<file path="src/rtl/ahblite_decode_mux_if.sv">
// AHB-Lite decode/mux bus bundle.
// Carries the master address phase, the per-slave select and response
// vectors, the muxed response back to the master, and the unmapped-access
// error log.
// The slave modport is the decoder's view; the master modport is the view
// of whatever drives addresses and models the slaves.
interface ahblite_decode_mux_if #(
  parameter int NPORT = 5
);
  logic [31:0]         HADDR;
  logic [1:0]          HTRANS;
  logic [NPORT-1:0]    HSEL_P;
  logic [NPORT-1:0]    HREADYOUT_P;
  logic [NPORT-1:0]    HRESP_P;
  logic [32*NPORT-1:0] HRDATA_P;
  logic                HREADY;
  logic                HRESP;
  logic [31:0]         HRDATA;
  logic [7:0]          ERR_CNT;
  logic [31:0]         ERR_ADDR;

  modport slave (
    input  HADDR,
    input  HTRANS,
    input  HREADYOUT_P,
    input  HRESP_P,
    input  HRDATA_P,
    output HSEL_P,
    output HREADY,
    output HRESP,
    output HRDATA,
    output ERR_CNT,
    output ERR_ADDR
  );

  modport master (
    output HADDR,
    output HTRANS,
    output HREADYOUT_P,
    output HRESP_P,
    output HRDATA_P,
    input  HSEL_P,
    input  HREADY,
    input  HRESP,
    input  HRDATA,
    input  ERR_CNT,
    input  ERR_ADDR
  );
endinterface

</file>
<file path="src/rtl/ahblite_decode_mux.sv">
// AHB-Lite address decoder, response multiplexer and default slave.
//
// Each address phase is compared against every port's masked base address.
// When several ports match, the lowest-numbered one wins, so the select
// vector is one-hot or zero.
//
// The data-phase selector is a registered one-hot copy of the select vector.
// It advances only when HREADY is high. An all-zero selector means the
// built-in default slave owns the data phase.
//
// The default slave answers IDLE/BUSY with a zero-wait OKAY. It answers an
// active transfer with the standard two-cycle ERROR, and it logs the failing
// address and a saturating count of such transfers.
module ahblite_decode_mux #(
  parameter int                  NPORT     = 5,
  parameter logic [NPORT-1:0]    PORT_EN   = 5'b01011,
  parameter logic [32*NPORT-1:0] PORT_BASE = {32'h40050000, 32'h40000010,
                                              32'h40000000, 32'h20000000,
                                              32'h00000000},
  parameter logic [32*NPORT-1:0] PORT_MASK = {32'hFFFF0000, 32'hFFFFFFF0,
                                              32'hFFFFFFF0, 32'hFFFF0000,
                                              32'hFFFF0000}
) (
  input  logic                HCLK,
  input  logic                HRESETn,
  ahblite_decode_mux_if.slave bus
);

  typedef enum logic [1:0] {
    D_OK   = 2'd0,
    D_ERR1 = 2'd1,
    D_ERR2 = 2'd2
  } dState_t;

  dState_t          r_state;
  dState_t          w_nextState;
  logic [NPORT-1:0] r_dpSel;
  logic [NPORT-1:0] w_nextDpSel;
  logic [7:0]       r_errCnt;
  logic [31:0]      r_errAddr;
  logic             w_errEntry;

  logic [NPORT-1:0] w_hit;
  logic [NPORT-1:0] w_sel;
  logic             w_found;
  logic             w_anyHit;

  logic             w_hready;
  logic             w_hresp;
  logic [31:0]      w_hrdata;

  // Raw per-port address match; a disabled port can never match
  always_comb begin
    w_hit = '0;
    for (int i = 0; i < NPORT; i++) begin
      w_hit[i] = PORT_EN[i] &&
                 ((bus.HADDR & PORT_MASK[32*i +: 32]) ==
                  (PORT_BASE[32*i +: 32] & PORT_MASK[32*i +: 32]));
    end
  end

  // Keep only the lowest-index match so that overlapping windows resolve deterministically
  always_comb begin
    w_sel   = '0;
    w_found = 1'b0;
    for (int i = 0; i < NPORT; i++) begin
      if (w_hit[i] && !w_found) begin
        w_sel[i] = 1'b1;
        w_found  = 1'b1;
      end
    end
  end

  assign w_anyHit   = |w_sel;
  assign bus.HSEL_P = w_sel;

  // Route the data-phase owner's response to the master; the default slave answers from its FSM state
  always_comb begin
    w_hready = 1'b1;
    w_hresp  = 1'b0;
    w_hrdata = '0;
    if (!HRESETn) begin
      w_hready = 1'b1;
      w_hresp  = 1'b0;
      w_hrdata = '0;
    end else if (|r_dpSel) begin
      for (int i = 0; i < NPORT; i++) begin
        if (r_dpSel[i]) begin
          w_hready = bus.HREADYOUT_P[i];
          w_hresp  = bus.HRESP_P[i];
          w_hrdata = bus.HRDATA_P[32*i +: 32];
        end
      end
    end else begin
      case (r_state)
        D_ERR1: begin
          w_hready = 1'b0;
          w_hresp  = 1'b1;
        end
        D_ERR2: begin
          w_hready = 1'b1;
          w_hresp  = 1'b1;
        end
        default: begin
          w_hready = 1'b1;
          w_hresp  = 1'b0;
        end
      endcase
    end
  end

  assign bus.HREADY   = w_hready;
  assign bus.HRESP    = w_hresp;
  assign bus.HRDATA   = w_hrdata;
  assign bus.ERR_CNT  = r_errCnt;
  assign bus.ERR_ADDR = r_errAddr;

  // Next data-phase owner and default-slave state, decided only when the bus accepts an address phase
  always_comb begin
    w_nextState = r_state;
    w_nextDpSel = r_dpSel;
    w_errEntry  = 1'b0;
    if (r_state == D_ERR1) begin
      w_nextState = D_ERR2;
    end else if (w_hready) begin
      w_nextDpSel = w_sel;
      if (w_anyHit) begin
        w_nextState = D_OK;
      end else if (bus.HTRANS[1]) begin
        w_nextState = D_ERR1;
        w_errEntry  = 1'b1;
      end else begin
        w_nextState = D_OK;
      end
    end
  end

  // State register for the data-phase selector and default-slave FSM
  always_ff @(posedge HCLK) begin
    if (!HRESETn) begin
      r_state <= D_OK;
      r_dpSel <= '0;
    end else begin
      r_state <= w_nextState;
      r_dpSel <= w_nextDpSel;
    end
  end

  // Log every unmapped active transfer as it enters the first error cycle
  always_ff @(posedge HCLK) begin
    if (!HRESETn) begin
      r_errCnt  <= '0;
      r_errAddr <= '0;
    end else if (w_errEntry) begin
      r_errAddr <= bus.HADDR;
      if (r_errCnt != 8'hFF) begin
        r_errCnt <= r_errCnt + 8'd1;
      end
    end
  end

endmodule
</file>
<file path="src/flat_wrapper.sv">
// flat-port wrapper written by rule: the top's interface ports become plain ports
module ahblite_decode_mux_flat 
#(
  parameter int                  NPORT     = 5,
  parameter logic [NPORT-1:0]    PORT_EN   = 5'b01011,
  parameter logic [32*NPORT-1:0] PORT_BASE = {32'h40050000, 32'h40000010,
                                              32'h40000000, 32'h20000000,
                                              32'h00000000},
  parameter logic [32*NPORT-1:0] PORT_MASK = {32'hFFFF0000, 32'hFFFFFFF0,
                                              32'hFFFFFFF0, 32'hFFFF0000,
                                              32'hFFFF0000}
)
  (HCLK, HRESETn, bus_HADDR, bus_HTRANS, bus_HREADYOUT_P, bus_HRESP_P, bus_HRDATA_P, bus_HSEL_P, bus_HREADY, bus_HRESP, bus_HRDATA, bus_ERR_CNT, bus_ERR_ADDR);
  ahblite_decode_mux_if #(.NPORT(NPORT)) bus_i ();
  input  logic HCLK;
  input  logic HRESETn;
  input wire logic [$bits(bus_i.HADDR)-1:0] bus_HADDR;
  input wire logic [$bits(bus_i.HTRANS)-1:0] bus_HTRANS;
  input wire logic [$bits(bus_i.HREADYOUT_P)-1:0] bus_HREADYOUT_P;
  input wire logic [$bits(bus_i.HRESP_P)-1:0] bus_HRESP_P;
  input wire logic [$bits(bus_i.HRDATA_P)-1:0] bus_HRDATA_P;
  output wire logic [$bits(bus_i.HSEL_P)-1:0] bus_HSEL_P;
  output wire logic [$bits(bus_i.HREADY)-1:0] bus_HREADY;
  output wire logic [$bits(bus_i.HRESP)-1:0] bus_HRESP;
  output wire logic [$bits(bus_i.HRDATA)-1:0] bus_HRDATA;
  output wire logic [$bits(bus_i.ERR_CNT)-1:0] bus_ERR_CNT;
  output wire logic [$bits(bus_i.ERR_ADDR)-1:0] bus_ERR_ADDR;
  assign bus_i.HADDR = bus_HADDR;
  assign bus_i.HTRANS = bus_HTRANS;
  assign bus_i.HREADYOUT_P = bus_HREADYOUT_P;
  assign bus_i.HRESP_P = bus_HRESP_P;
  assign bus_i.HRDATA_P = bus_HRDATA_P;
  assign bus_HSEL_P = bus_i.HSEL_P;
  assign bus_HREADY = bus_i.HREADY;
  assign bus_HRESP = bus_i.HRESP;
  assign bus_HRDATA = bus_i.HRDATA;
  assign bus_ERR_CNT = bus_i.ERR_CNT;
  assign bus_ERR_ADDR = bus_i.ERR_ADDR;
  ahblite_decode_mux #(.NPORT(NPORT), .PORT_EN(PORT_EN), .PORT_BASE(PORT_BASE), .PORT_MASK(PORT_MASK)) u_core (.HCLK(HCLK), .HRESETn(HRESETn), .bus(bus_i));
endmodule
</file>
<file path="config.mk">
export PLATFORM = sky130hd
export DESIGN_NAME = ahblite_decode_mux_flat
export DESIGN_NICKNAME = d
export VERILOG_FILES = /design/src/rtl/ahblite_decode_mux_if.sv /design/src/rtl/ahblite_decode_mux.sv /design/src/flat_wrapper.sv
export SDC_FILE = /design/constraint.sdc
export NUM_CORES = 1
export LEC_CHECK = 0
export ABC_AREA = 1
export CAP_MARGIN = 10
export CORE_AREA = 2 2 109 111
export CTS_CLUSTER_DIAMETER = 150
export DETAILED_ROUTE_END_ITERATION = 10
export DIE_AREA = 0 0 111 113
export HOLD_SLACK_MARGIN = 0.1
export PLACE_DENSITY = 0.73
export SETUP_SLACK_MARGIN = 0.15
export SYNTH_ARGS = -nofsm -noshare
export SYNTH_HDL_FRONTEND = slang
export SYNTH_SLANG_ARGS = --single-unit
</file>
<file path="constraint.sdc">
create_clock -name HCLK -period 4 [get_ports HCLK]
set_clock_uncertainty 0.15 [all_clocks]
set_input_delay 1.2 -clock HCLK [delete_from_list [all_inputs] [get_ports HCLK]]
set_output_delay 1.2 -clock HCLK [all_outputs]
set_load 0.05 [all_outputs]
</file>
* Word level (Yosys, flattened, before mapping)
Cells that the tools add are included.
** Cells by class
- Equality and inequality tests :: 5
- Add/sub/neg operators :: 1
- Muxes and demuxes :: 29
- Bitwise operators :: 2
- Reduce and logical (&&, ||, !) cells :: 12
** Operator list (count)
- two-way mux 32 bit :: 5
- logical NOT 32 bit :: 1
- == test 28 x 27 -> 1 bit, second input constant :: 1
- two-way mux 1 bit :: 21
- == test 16 x 14 -> 1 bit, second input constant :: 1
- adder 8 x 1 -> 8 bit, second input constant :: 1
- != test 8 bit, second input constant :: 1
- two-way mux 2 bit :: 3
- OR reduction 3 bit :: 2
- AND reduction 2 bit :: 2
- OR reduction 2 bit :: 2
- == test 2 x 1 -> 1 bit, second input constant :: 1
- == test 2 bit, second input constant :: 1
- logical AND 1 bit :: 2
- logical NOT 1 bit :: 2
- NOT 1 bit :: 2
- nonzero test 2 bit :: 1
** Word-level totals
- Register bits after elaboration :: 45
- Output and inout bits :: 79

* Logic depth before layout (Yosys ltp)
- Word-level depth :: 13
- Depth in mapped cells :: 12
- Depth with buffers taken out :: 11

* Least setup slack after synthesis
OpenSTA, ideal clock, no wires.
- Kind :: input to output
- Start point :: input port HRESETn
- End point :: output port bus_HRDATA[11]
- Setup slack :: 231 ps
- Stages :: 5
- Required time :: 2650 ps
- Buffers on the path :: 1
- Arrival time :: 2419 ps
- Path through :: nand2_1 -> inv_1 -> clkbuf_1 -> o21ai_0 -> a21oi_1
** Between the ends
- Word-level cells in the longest chain between the ends :: 1
** RTL lines
- from (decl) :: RTL line flat_wrapper.sv:16 : input logic HRESETn;
- two-way mux 32 bit :: RTL line ahblite_decode_mux.sv:82 : if (!HRESETn) begin
- to (decl) :: RTL line flat_wrapper.sv:25 : output wire logic [$bits(bus_i.HRDATA)-1:0] bus_HRDATA;
Every way passes these cells.

* Worst setup path after layout
- Start point :: input port bus_HADDR[16]
- End point :: output port bus_HSEL_P[0]
** Between the ends
- Word-level cells in the longest chain between the ends :: 2
** RTL lines
- from (decl) :: RTL line flat_wrapper.sv:17 : input wire logic [$bits(bus_i.HADDR)-1:0] bus_HADDR;
- logical NOT 32 bit :: RTL line ahblite_decode_mux.sv:57 : ((bus.HADDR & PORT_MASK[32*i +: 32]) ==
- two-way mux 1 bit :: RTL line ahblite_decode_mux.sv:67 : if (w_hit[i] && !w_found) begin
- to (decl) :: RTL line flat_wrapper.sv:22 : output wire logic [$bits(bus_i.HSEL_P)-1:0] bus_HSEL_P;
Every way passes these cells.

==> reports/results.ini <==
[power]
ir_worst_vdd_v=0.000359
p_leak_nw=2.16
cellPowerDensity_nw_per_um2=652

[timing]
drv_slew=0
rsz0062_at_grt=false
hold_viol=0
fmax_mhz=266
worst_pin_slew_ps=655
min_period_ps=3760
setup_slack_ps=243
setup_viol_count_final=0
fin_crit_sh=0.939
slew_headroom=0.563

[routing]
drc=0
drtAntennaViolNets=0
vias=3830
post_drt_wl_per_cell_um=15.1
post_drt_via_cell_ratio=4.85
drtIter0Drc=236
drt-total-wl_um=11900
first_pass_iters=4

[worst_setup_path]
end_kind=primary output
required_ps=2650
crit_arrival_ps=2410
crit_type=in -> out
r2r.worst_path.cells=8
startpoint_type=input port
crit_fanout=3

[clocking]
worstSkewPairLatency_ps=280
cts_tree=yes
cts_sinks=45
htree_levels=2
cts.path.max_buffers=2
cts.clk_slew.worst_paths_ps=60
root_buffer=clkbuf_16
cts_buffers=5

[synthesis]
synthTopCellsByArea=dfxtp_1, a21oi_1, nand2_1
async_reset_ff_frac=0
synth_edf_count=0
ys_ff_latch=45
yosys_most_used_dff=dfxtp_1
yosysUniqueCellTypes=24
synth.avg_cell_area_um2=6.20
synth_top_area_frac=0.330
ys_top_cells_by_count=nand2_1, a21oi_1, nor2_1
synth.yosys.seq_area_share=0.330
ys_warn_count=0
synth_largest_area_cell=dfxtp_1
postSynthCellCount=441
netlist_area_um2=2730
synth.most_common_cell=nand2_1

[placement]
gp_congestion=0.879
io_buffer_count=213
preCtsSetupSlack_ps=-38.5
dp_hpwl_um=8890
dp.cells=777

[status]
outcome=complete, no violations

[grt]
grt_pass1_wl_um=18400
use_met3=0.0536
overflow=0
grt_pass1_vias=3684
grt_max_degree=38
met1_usage=0.199
grtUsageTotal=0.178
grt_busiest_layer=met2
use_met2=0.322
grt_antenna_before_repair=1

[job]
max_cap_violations=0

[final_layout]
postLayoutCoreUtil=0.503
layout-drive-gt1-share=0.132
fill_cells=1056
fin_cells=789
area_growth_pct=107
final_nets=854

[floorplan]
die_y_um=113
rows=39
core_um2=11300
die_w_um=111
dieArea_um2=12500
start_util=0.242
ios=285

[min_path]
worstHoldPathCells=2
hold_class=reg -> reg

[path summary, 6_finish.rpt]
check	startpoint	endpoint	slack [ps]
max	bus_HADDR[16]	bus_HSEL_P[0]	240
min	u_core.bus.ERR_ADDR[25]	u_core.bus.ERR_ADDR[25]	310
max reg2reg	u_core.r_dpSel[3]	u_core.bus.ERR_ADDR[22]	1590
min reg2reg	u_core.bus.ERR_ADDR[25]	u_core.bus.ERR_ADDR[25]	310
[metrics by stage]
| stage | setup TNS [ps] | power [mW] | cell area, um2 | hold WS, ps |
|---|---|---|---|---|
| 2_1_floorplan | 0 | 2.22 | 2740 | 290 |
| 3_3_place_gp | 0 | 3.17 | 5370 | 298 |
| 3_5_place_dp | -58.7 | 3.22 | 5370 | 304 |
| 4_1_cts | 0 | 3.72 | 5610 | 314 |
| 5_1_grt | 0 | 3.92 | 5670 | 337 |
| 6_report | 0 | 3.69 | 5670 | 313 |
[layout by cell type (no fill, tap or decap), drive strengths merged]
cell type,netlist,layout
nor2,57,57
clkinv,2,3
a221oi,12,12
ha,2,2
clkdlybuf4s50,0,168
nand3,42,42
bufbuf,0,1
or2,1,1
inv,26,26
conb,1,2
o21ai,36,36
nor3,3,3
buf,12,54
clkbuf,22,5
dfxtp,45,45
dlygate4sd2,0,1
nand4,3,3
nand2,96,96
o211ai,1,1
diode,0,1
a211oi,1,1
a22oi,1,1
dlymetal6s2s,0,7
a21oi,78,78
[worst max-delay path, cell delays in order]
cell	delay (ps)
clkdlybuf4s50_1	420
nor2_1	110
nand2_1	60
nor2_2	160
nand3_4	130
nor2_4	170
buf_12	150
[layer usage]
layer  routed length, um  up-vias
met5                   0        -
met4                 196        0
met3                1040       17
met2                5990      184
met1                4650     1745
li1                    -     1884
[layout make-up]
type                    count  area [um2]  share of cell area
repair buffers            231        2690               0.475
multi-input cells         335        1660               0.292
flip-flops and latches     45         901               0.159
well taps                 143         179              0.0316
clock buffers               5         125              0.0221
inverters                  28         106              0.0188
clock inverters             1        5.00            0.000883
diodes                      1        2.50            0.000442
[where the power goes]
part	total, mW	switching [mW]	internal [mW]
Sequential	0.619	0.0640	0.555
Clock	0.380	0.157	0.223
Combinational	2.69	1.65	1.04
[what timing repair did]
action | CTS | global route
gates cloned | 1 | 0
buffers inserted | 3 | 1
pin swaps | 2 | 6
endpoints found under the hold margin | 0 | 0
hold buffers | 0 | 0
resized for setup | 20 | 13
setup endpoints to repair | 35 | 3
[flip-flops by register name (all words and copies together), names as in the netlist]
register             flops
u_core.r_dpSel           3
u_core.r_state           2
u_core.bus.ERR_ADDR     32
u_core.bus.ERR_CNT       8
[cells by family after synthesis]
family	Yosys count	share of synthesized area
fa+ha+maj	2	0.00916
compound gates	129	0.260
buf+inv	62	0.0966
simple gates	202	0.304
other cells	1	0.00137
flops	45	0.330
Power figures use the tool's default switching activity.
